[src/rtl/gray_fifo_ptr_ctrl.sv]
// Single-clock FIFO pointer controller with registered Gray copies of the write/read pointers.
// Optional almost_full/almost_empty flags are enabled by defining GFPC_ALMOST_EN.
module gray_fifo_ptr_ctrl #(
  parameter int ADDR_WIDTH = 4,
  parameter int AF_LEVEL   = 12,
  parameter int AE_LEVEL   = 2
) (
  input  logic                  clk,
  input  logic                  reset,
  input  logic                  wr_valid,
  output logic                  wr_ready,
  output logic                  rd_valid,
  input  logic                  rd_ready,
  output logic [ADDR_WIDTH-1:0] waddr,
  output logic [ADDR_WIDTH-1:0] raddr,
  output logic [ADDR_WIDTH:0]   wptr_gray,
  output logic [ADDR_WIDTH:0]   rptr_gray,
  output logic [ADDR_WIDTH:0]   count,
  output logic                  full,
`ifdef GFPC_ALMOST_EN
  output logic                  almost_full,
  output logic                  almost_empty,
`endif
  output logic                  empty
);

  localparam int PW = ADDR_WIDTH + 1;

  // The full compare needs two distinct top bits plus a remainder, and the thresholds must be ordered.
  if (ADDR_WIDTH < 2 || AE_LEVEL >= AF_LEVEL || AF_LEVEL > (2 ** ADDR_WIDTH)) begin : g_bad_cfg
    $error("gray_fifo_ptr_ctrl: illegal parameter combination");
  end

  function automatic logic [PW-1:0] bin2gray(input logic [PW-1:0] b);
    return b ^ (b >> 1);
  endfunction

  logic [PW-1:0] wbin_q, wbin_d, rbin_q, rbin_d;
  logic [PW-1:0] wgray_q, wgray_d, rgray_q, rgray_d;
  logic [PW-1:0] count_q, count_d;
  logic          full_q, full_d, empty_q, empty_d;
  logic          push_s, pop_s;

  assign push_s = wr_valid & ~full_q;
  assign pop_s  = rd_ready & ~empty_q;

  // Next pointer state; flags are computed from the next Gray values so they land on the same edge.
  always_comb begin
    wbin_d  = wbin_q;
    rbin_d  = rbin_q;
    if (push_s) begin
      wbin_d = wbin_q + {{(PW-1){1'b0}}, 1'b1};
    end else begin
      wbin_d = wbin_q;
    end
    if (pop_s) begin
      rbin_d = rbin_q + {{(PW-1){1'b0}}, 1'b1};
    end else begin
      rbin_d = rbin_q;
    end
    wgray_d = bin2gray(wbin_d);
    rgray_d = bin2gray(rbin_d);
    count_d = wbin_d - rbin_d;
    empty_d = (wgray_d == rgray_d);
    full_d  = (wgray_d[PW-1:PW-2] == ~rgray_d[PW-1:PW-2]) &&
              (wgray_d[PW-3:0] == rgray_d[PW-3:0]);
  end

  // Pointer, Gray and occupancy registers.
  always_ff @(posedge clk or posedge reset) begin
    if (reset) begin
      wbin_q  <= {PW{1'b0}};
      rbin_q  <= {PW{1'b0}};
      wgray_q <= {PW{1'b0}};
      rgray_q <= {PW{1'b0}};
      count_q <= {PW{1'b0}};
      full_q  <= 1'b0;
      empty_q <= 1'b1;
    end else begin
      wbin_q  <= wbin_d;
      rbin_q  <= rbin_d;
      wgray_q <= wgray_d;
      rgray_q <= rgray_d;
      count_q <= count_d;
      full_q  <= full_d;
      empty_q <= empty_d;
    end
  end

`ifdef GFPC_ALMOST_EN
  localparam logic [PW-1:0] AF_L = PW'(AF_LEVEL);
  localparam logic [PW-1:0] AE_L = PW'(AE_LEVEL);
  logic almost_full_q, almost_empty_q;

  // Threshold flags track count on the same edge.
  always_ff @(posedge clk or posedge reset) begin
    if (reset) begin
      almost_full_q  <= 1'b0;
      almost_empty_q <= 1'b1;
    end else begin
      almost_full_q  <= (count_d >= AF_L);
      almost_empty_q <= (count_d <= AE_L);
    end
  end

  assign almost_full  = almost_full_q;
  assign almost_empty = almost_empty_q;
`endif

  assign wr_ready  = ~full_q;
  assign rd_valid  = ~empty_q;
  assign full      = full_q;
  assign empty     = empty_q;
  assign count     = count_q;
  assign wptr_gray = wgray_q;
  assign rptr_gray = rgray_q;
  assign waddr     = wbin_q[ADDR_WIDTH-1:0];
  assign raddr     = rbin_q[ADDR_WIDTH-1:0];

endmodule

[config.mk]
export PLATFORM = sky130hd
export DESIGN_NAME = gray_fifo_ptr_ctrl
export DESIGN_NICKNAME = d
export VERILOG_FILES = /design/src/rtl/gray_fifo_ptr_ctrl.sv
export SDC_FILE = /design/constraint.sdc
export NUM_CORES = 1
export LEC_CHECK = 0
export CORE_UTILIZATION = 52
export CTS_CLUSTER_SIZE = 16
export DETAILED_ROUTE_END_ITERATION = 8
export GPL_ROUTABILITY_DRIVEN = 0
export PLACE_DENSITY = 0.95
export SETUP_SLACK_MARGIN = 0.05
export SYNTH_ARGS = -nofsm -noshare
export SYNTH_HDL_FRONTEND = slang
export SYNTH_SLANG_ARGS = --single-unit
[constraint.sdc]
create_clock -name clk -period 5.8 [get_ports clk]
set_input_delay 0.87 -clock clk [delete_from_list [all_inputs] [get_ports clk]]
set_output_delay 0.87 -clock clk [all_outputs]
set_load 0.005 [all_outputs]
Word-level counts from Yosys, hierarchy flattened
Cells that the tools add are included.

word-level totals
  register bits after elaboration = 27
  output and inout port bits = 27

cells by class
  add/sub/neg operators = 3
  equal/unequal tests = 3
  muxes and demuxes = 2
  bitwise gates (word level) = 7
  reduce and logical (&&, ||, !) cells = 1

operators by type and width
  cell                                          number
  adder 5 x 1 -> 5 bit (second input constant)  2
  two-way mux 5 bit                             2
  bitwise XOR 5 x 4 -> 5 bit                    2
  == test 5 bit                                 1
  subtractor 5 bit                              1
  == test 3 bit                                 1
  AND 1 bit                                     2
  == test 2 bit                                 1
  inverter 1 bit                                2
  inverter 2 bit                                1
  logical AND 1 bit                             1

Logic depth before layout (Yosys ltp)
  depth in word-level cells = 7
  mapped depth = 8

Worst setup path before layout
OpenSTA, ideal clock, no wires.

  path type = input to register
  start = input rd_ready
  end = register count_q[4] (netlist: count[4])
  library setup time = 86 ps
  arrival time = 2,385 ps
  required time = 5,714 ps
  slack = 3,330 ps
  stages on the path = 8
  path buffers = 0
  cell sequence = and2b_1 -> xnor2_1 -> inv_1 -> ha_1 -> fa_1 -> nand2b_1 -> o221ai_1 -> a32oi_1

between the ends
  word-level cells in the longest chain between the ends = 3

ends and longest elaborated chain
  what                  RTL line  source
  start, declared       13        input logic rd_ready,
  AND 1 bit             45        assign pop_s = rd_ready & ~empty_q;
  two-way mux 5 bit     56        if (pop_s) begin
  named net rbin_d[0]   38        logic [PW-1:0] wbin_q, wbin_d, rbin_q, rbin_d;
  subtractor 5 bit      63        count_d = wbin_d - rbin_d;
  named net count_d[4]  40        logic [PW-1:0] count_q, count_d;
  end signal, assigned  76        count_q <= {PW{1'b0}};
  end signal, assigned  84        count_q <= count_d;
  end, declared         40

The timed path passes the listed nets, and every way through them passes these cells.

Final worst setup path
Ends and elaborated chain as after synthesis.

==> summary.md <==
| Metric | Value |
|---|---|
| Status | `completed` |
| Post-Route Setup TNS | `0 ns` |
| Initial DRT Pass Iterations | `4` |
| Die H | `51.2 µm` |
| Sequential element share of the synthesized area | `49.8%` |
| Clk_skew | `0.00754 ns` |
| Post-DP HPWL | `1760 µm` |
| Reg2reg start | `empty$_DFF_PP1_` |
| Worst-Skew Late Latency | `0.33 ns` |
| Synth warn | `0` |
| Dpl ws | `2.65 ns` |
| Cell total after placement | `157` |
| Synth area leader | `dfrtp_1` |
| Type of origin of the critical path | `input pin` |
| Max-slew violation count | `0` |
| Final Hold Viols | `0` |
| Max Cap Violations | `0` |
| Ant. Diodes | `0` |
| Initial DRC count | `11` |
| Pwr/cell area | `718 nW/µm²` |
| Initial antenna violation count | `0` |
| H-tree depth | `1` |
| I/O pin cnt | `31` |
| Worst-path clk slew | `0.14 ns` |
| PortBufs | `30` |
| Vias in the first global route | `829` |
| First-pass GRT wire length | `3570 µm` |
| RSZ-0062 raised after global routing | `no` |
| CP arrival | `3.10 ns` |
| DR vias | `799` |
| All-Layer GR Usage | `19.3%` |
| GR Util met2 | `32.7%` |
| Fin crit share | `48.9%` |
| Count leader, synth | `dfrtp_1` |
| Initial Utilization | `55.9%` |
| Post-layout min period | `2.84 ns` |
| Routed WL | `2260 µm` |
| Maximum achievable frequency | `353 MHz` |
| Met1 Usage GRT | `22.4%` |
| Fin cells | `161` |
| Die X | `51.2 µm` |
| Crit path kind | `in2reg` |
| Critical hold path startpoint | `wbin_q[0]$_DFF_PP0_` |
| Worst Max-Slew Pin Slew | `0.927 ns` |
| Post-synth EDFFs | `0` |
| Max clock buf depth | `2` |
| Post-CTS Hold Fix Bufs | `0` |
| Pleak | `0.718 nW` |
| Final setup vio count | `0` |
| TritonCTS buffer count | `3` |
| Area of the core | `2250 µm²` |
| Clock Tree Root | `clkbuf_4` |
| Busiest grt layer | `met2` |
| Synth unique cells | `35` |
| Req. time, crit path | `6.06 ns` |
| Post-CTS resize count | `0` |
| Max FO, Critical Path | `5` |
| Drt wl/cell | `14.0 µm` |
| Syn nets | `109` |
| PnR worst setup slack | `2.96 ns` |
| GRT overflow | `0` |
| DIE AREA | `2620 µm²` |
| Avg Vias per Cell | `4.96` |
| Met3 Resource Use GR | `2.08%` |
| Crit. End Element | `flop` |
| Synthesized flop and latch total | `25` |
| Avg Cell Area, Syn | `12.7 µm²` |
| Hold slack | `0.687 ns` |
| Async SR Flop Fraction | `100%` |
| Detail Route Antenna Nets | `0` |
| Area share of the largest cell type after synthesis | `47.7%` |
| Setup Buffers After CTS | `0` |
| Peak VDD IR | `0.437 mV` |
| Syn Std Cell Area | `1260 µm²` |
| Nets | `144` |
| CTS Sinks | `25` |
| Final Core Density | `72.0%` |
| Synth Flop Type | `dfrtp_1` |
| Top post-synthesis cells by area | `dfrtp_1 48%, xnor2_1 6.3%, ha_1 5.0%, xor2_1 4.9%, inv_1 4.5%` |
| DRC viols | `0` |
| Min-delay worst type | `reg2reg` |
| Most common library cells after synthesis | `24 x dfrtp_1, 15 x inv_1, 9 x xnor2_1` |
| Beginning of the critical path | `rd_ready` |
| Share of layout cells above drive strength 1 | `13.5%` |
| Relative slew slack | `38.1%` |
| Cell Rows | `17` |
| CTS tree | `done` |
| Pin count of the biggest net entering global routing | `26` |
| Synth-to-Final Area Change | `28.8%` |
| Syn Inst Count | `99` |
[through the flow]
stage | instance area, µm² | power, W
after CTS | 1620 | 0.00117
final | 1620 | 0.00117
after global routing | 1620 | 0.00126
after detailed placement | 1600 | 0.00109
after global placement | 1600 | 0.00105
after floorplan | 1260 | 0.000807
[critical path, stage by stage]
cell and delay (ns):
clkdlybuf4s50_1 0.52, and2b_1 0.20, mux2i_2 0.42, inv_1 0.16, fa_1 0.50, nand2b_1 0.10
o221ai_1 0.11, a32oi_1 0.21
[power breakdown]
part | total [W] | switching, W | internal [W]
sequential | 0.000337 | 0.0000647 | 0.000272
combinational | 0.000750 | 0.000359 | 0.000391
clock | 0.0000792 | 0.0000532 | 0.0000259
total | 0.00117 | 0.000476 | 0.000689
[cells by family after synthesis]
family / count (synthesis) / share of synthesized area [%]
buffers and inverters: 15 / 4.47
adders and majority gates: 6 / 6.55
xor gates and xnor gates: 20 / 18.1
AOI/OAI and AO/OA: 9 / 6.45
DFF: 25 / 49.8
muxes: 2 / 2.18
and+or+nand+nor: 22 / 12.5
[state kept, by name, indices dropped and copies added (netlist names), named ones only]
name and flops:
count 5, wptr_gray 4, empty 1, rptr_gray 4
wbin_q 4, full 1, rbin_q 5
[path summary, 6_finish.rpt]
path | to | slack, ns | cells after the start
worst max-delay path | count[4]$_DFF_PP0_ | 2.96 | 8
worst min-delay path | wbin_q[0]$_DFF_PP0_ | 0.69 | 2
worst max register to register | count[4]$_DFF_PP0_ | 3.44 | 8
worst min register to register | wbin_q[0]$_DFF_PP0_ | 0.69 | 2
max in group asynchronous | wptr_gray[1]$_DFF_PP0_ | 4.21 | 2
min in group asynchronous | count[4]$_DFF_PP0_ | 1.03 | 2
[cell type report]
class / instances / area, µm²
Clock buffer: 3 / 22.5
Clock inverter: 1 / 5.00
Fill cell: 162 / 632
Inverter: 15 / 56.3
Multi-Input combinational cell: 59 / 577
Sequential cell: 25 / 627
Tap cell: 28 / 35.0
Timing Repair Buffer: 30 / 300
[placed cells by master (no fill, tap or decap), types with 3 or more instances in the layout]
cell type / count
ha_1: 5
dfrtp_1: 24
inv_1: 15
clkbuf_4: 3
clkdlybuf4s50_1: 30
nand2_1: 5
xnor2_1: 9
xor2_1: 7
[layer usage]
metal	up-vias	share of wire [%]	wire, µm
li1	391	-	-
met1	378	44	995
met2	21	49	1100
met3	9	3.0	68
met4	0	4.1	93
met5	-	0	0
Power figures use the tool's default switching activity.
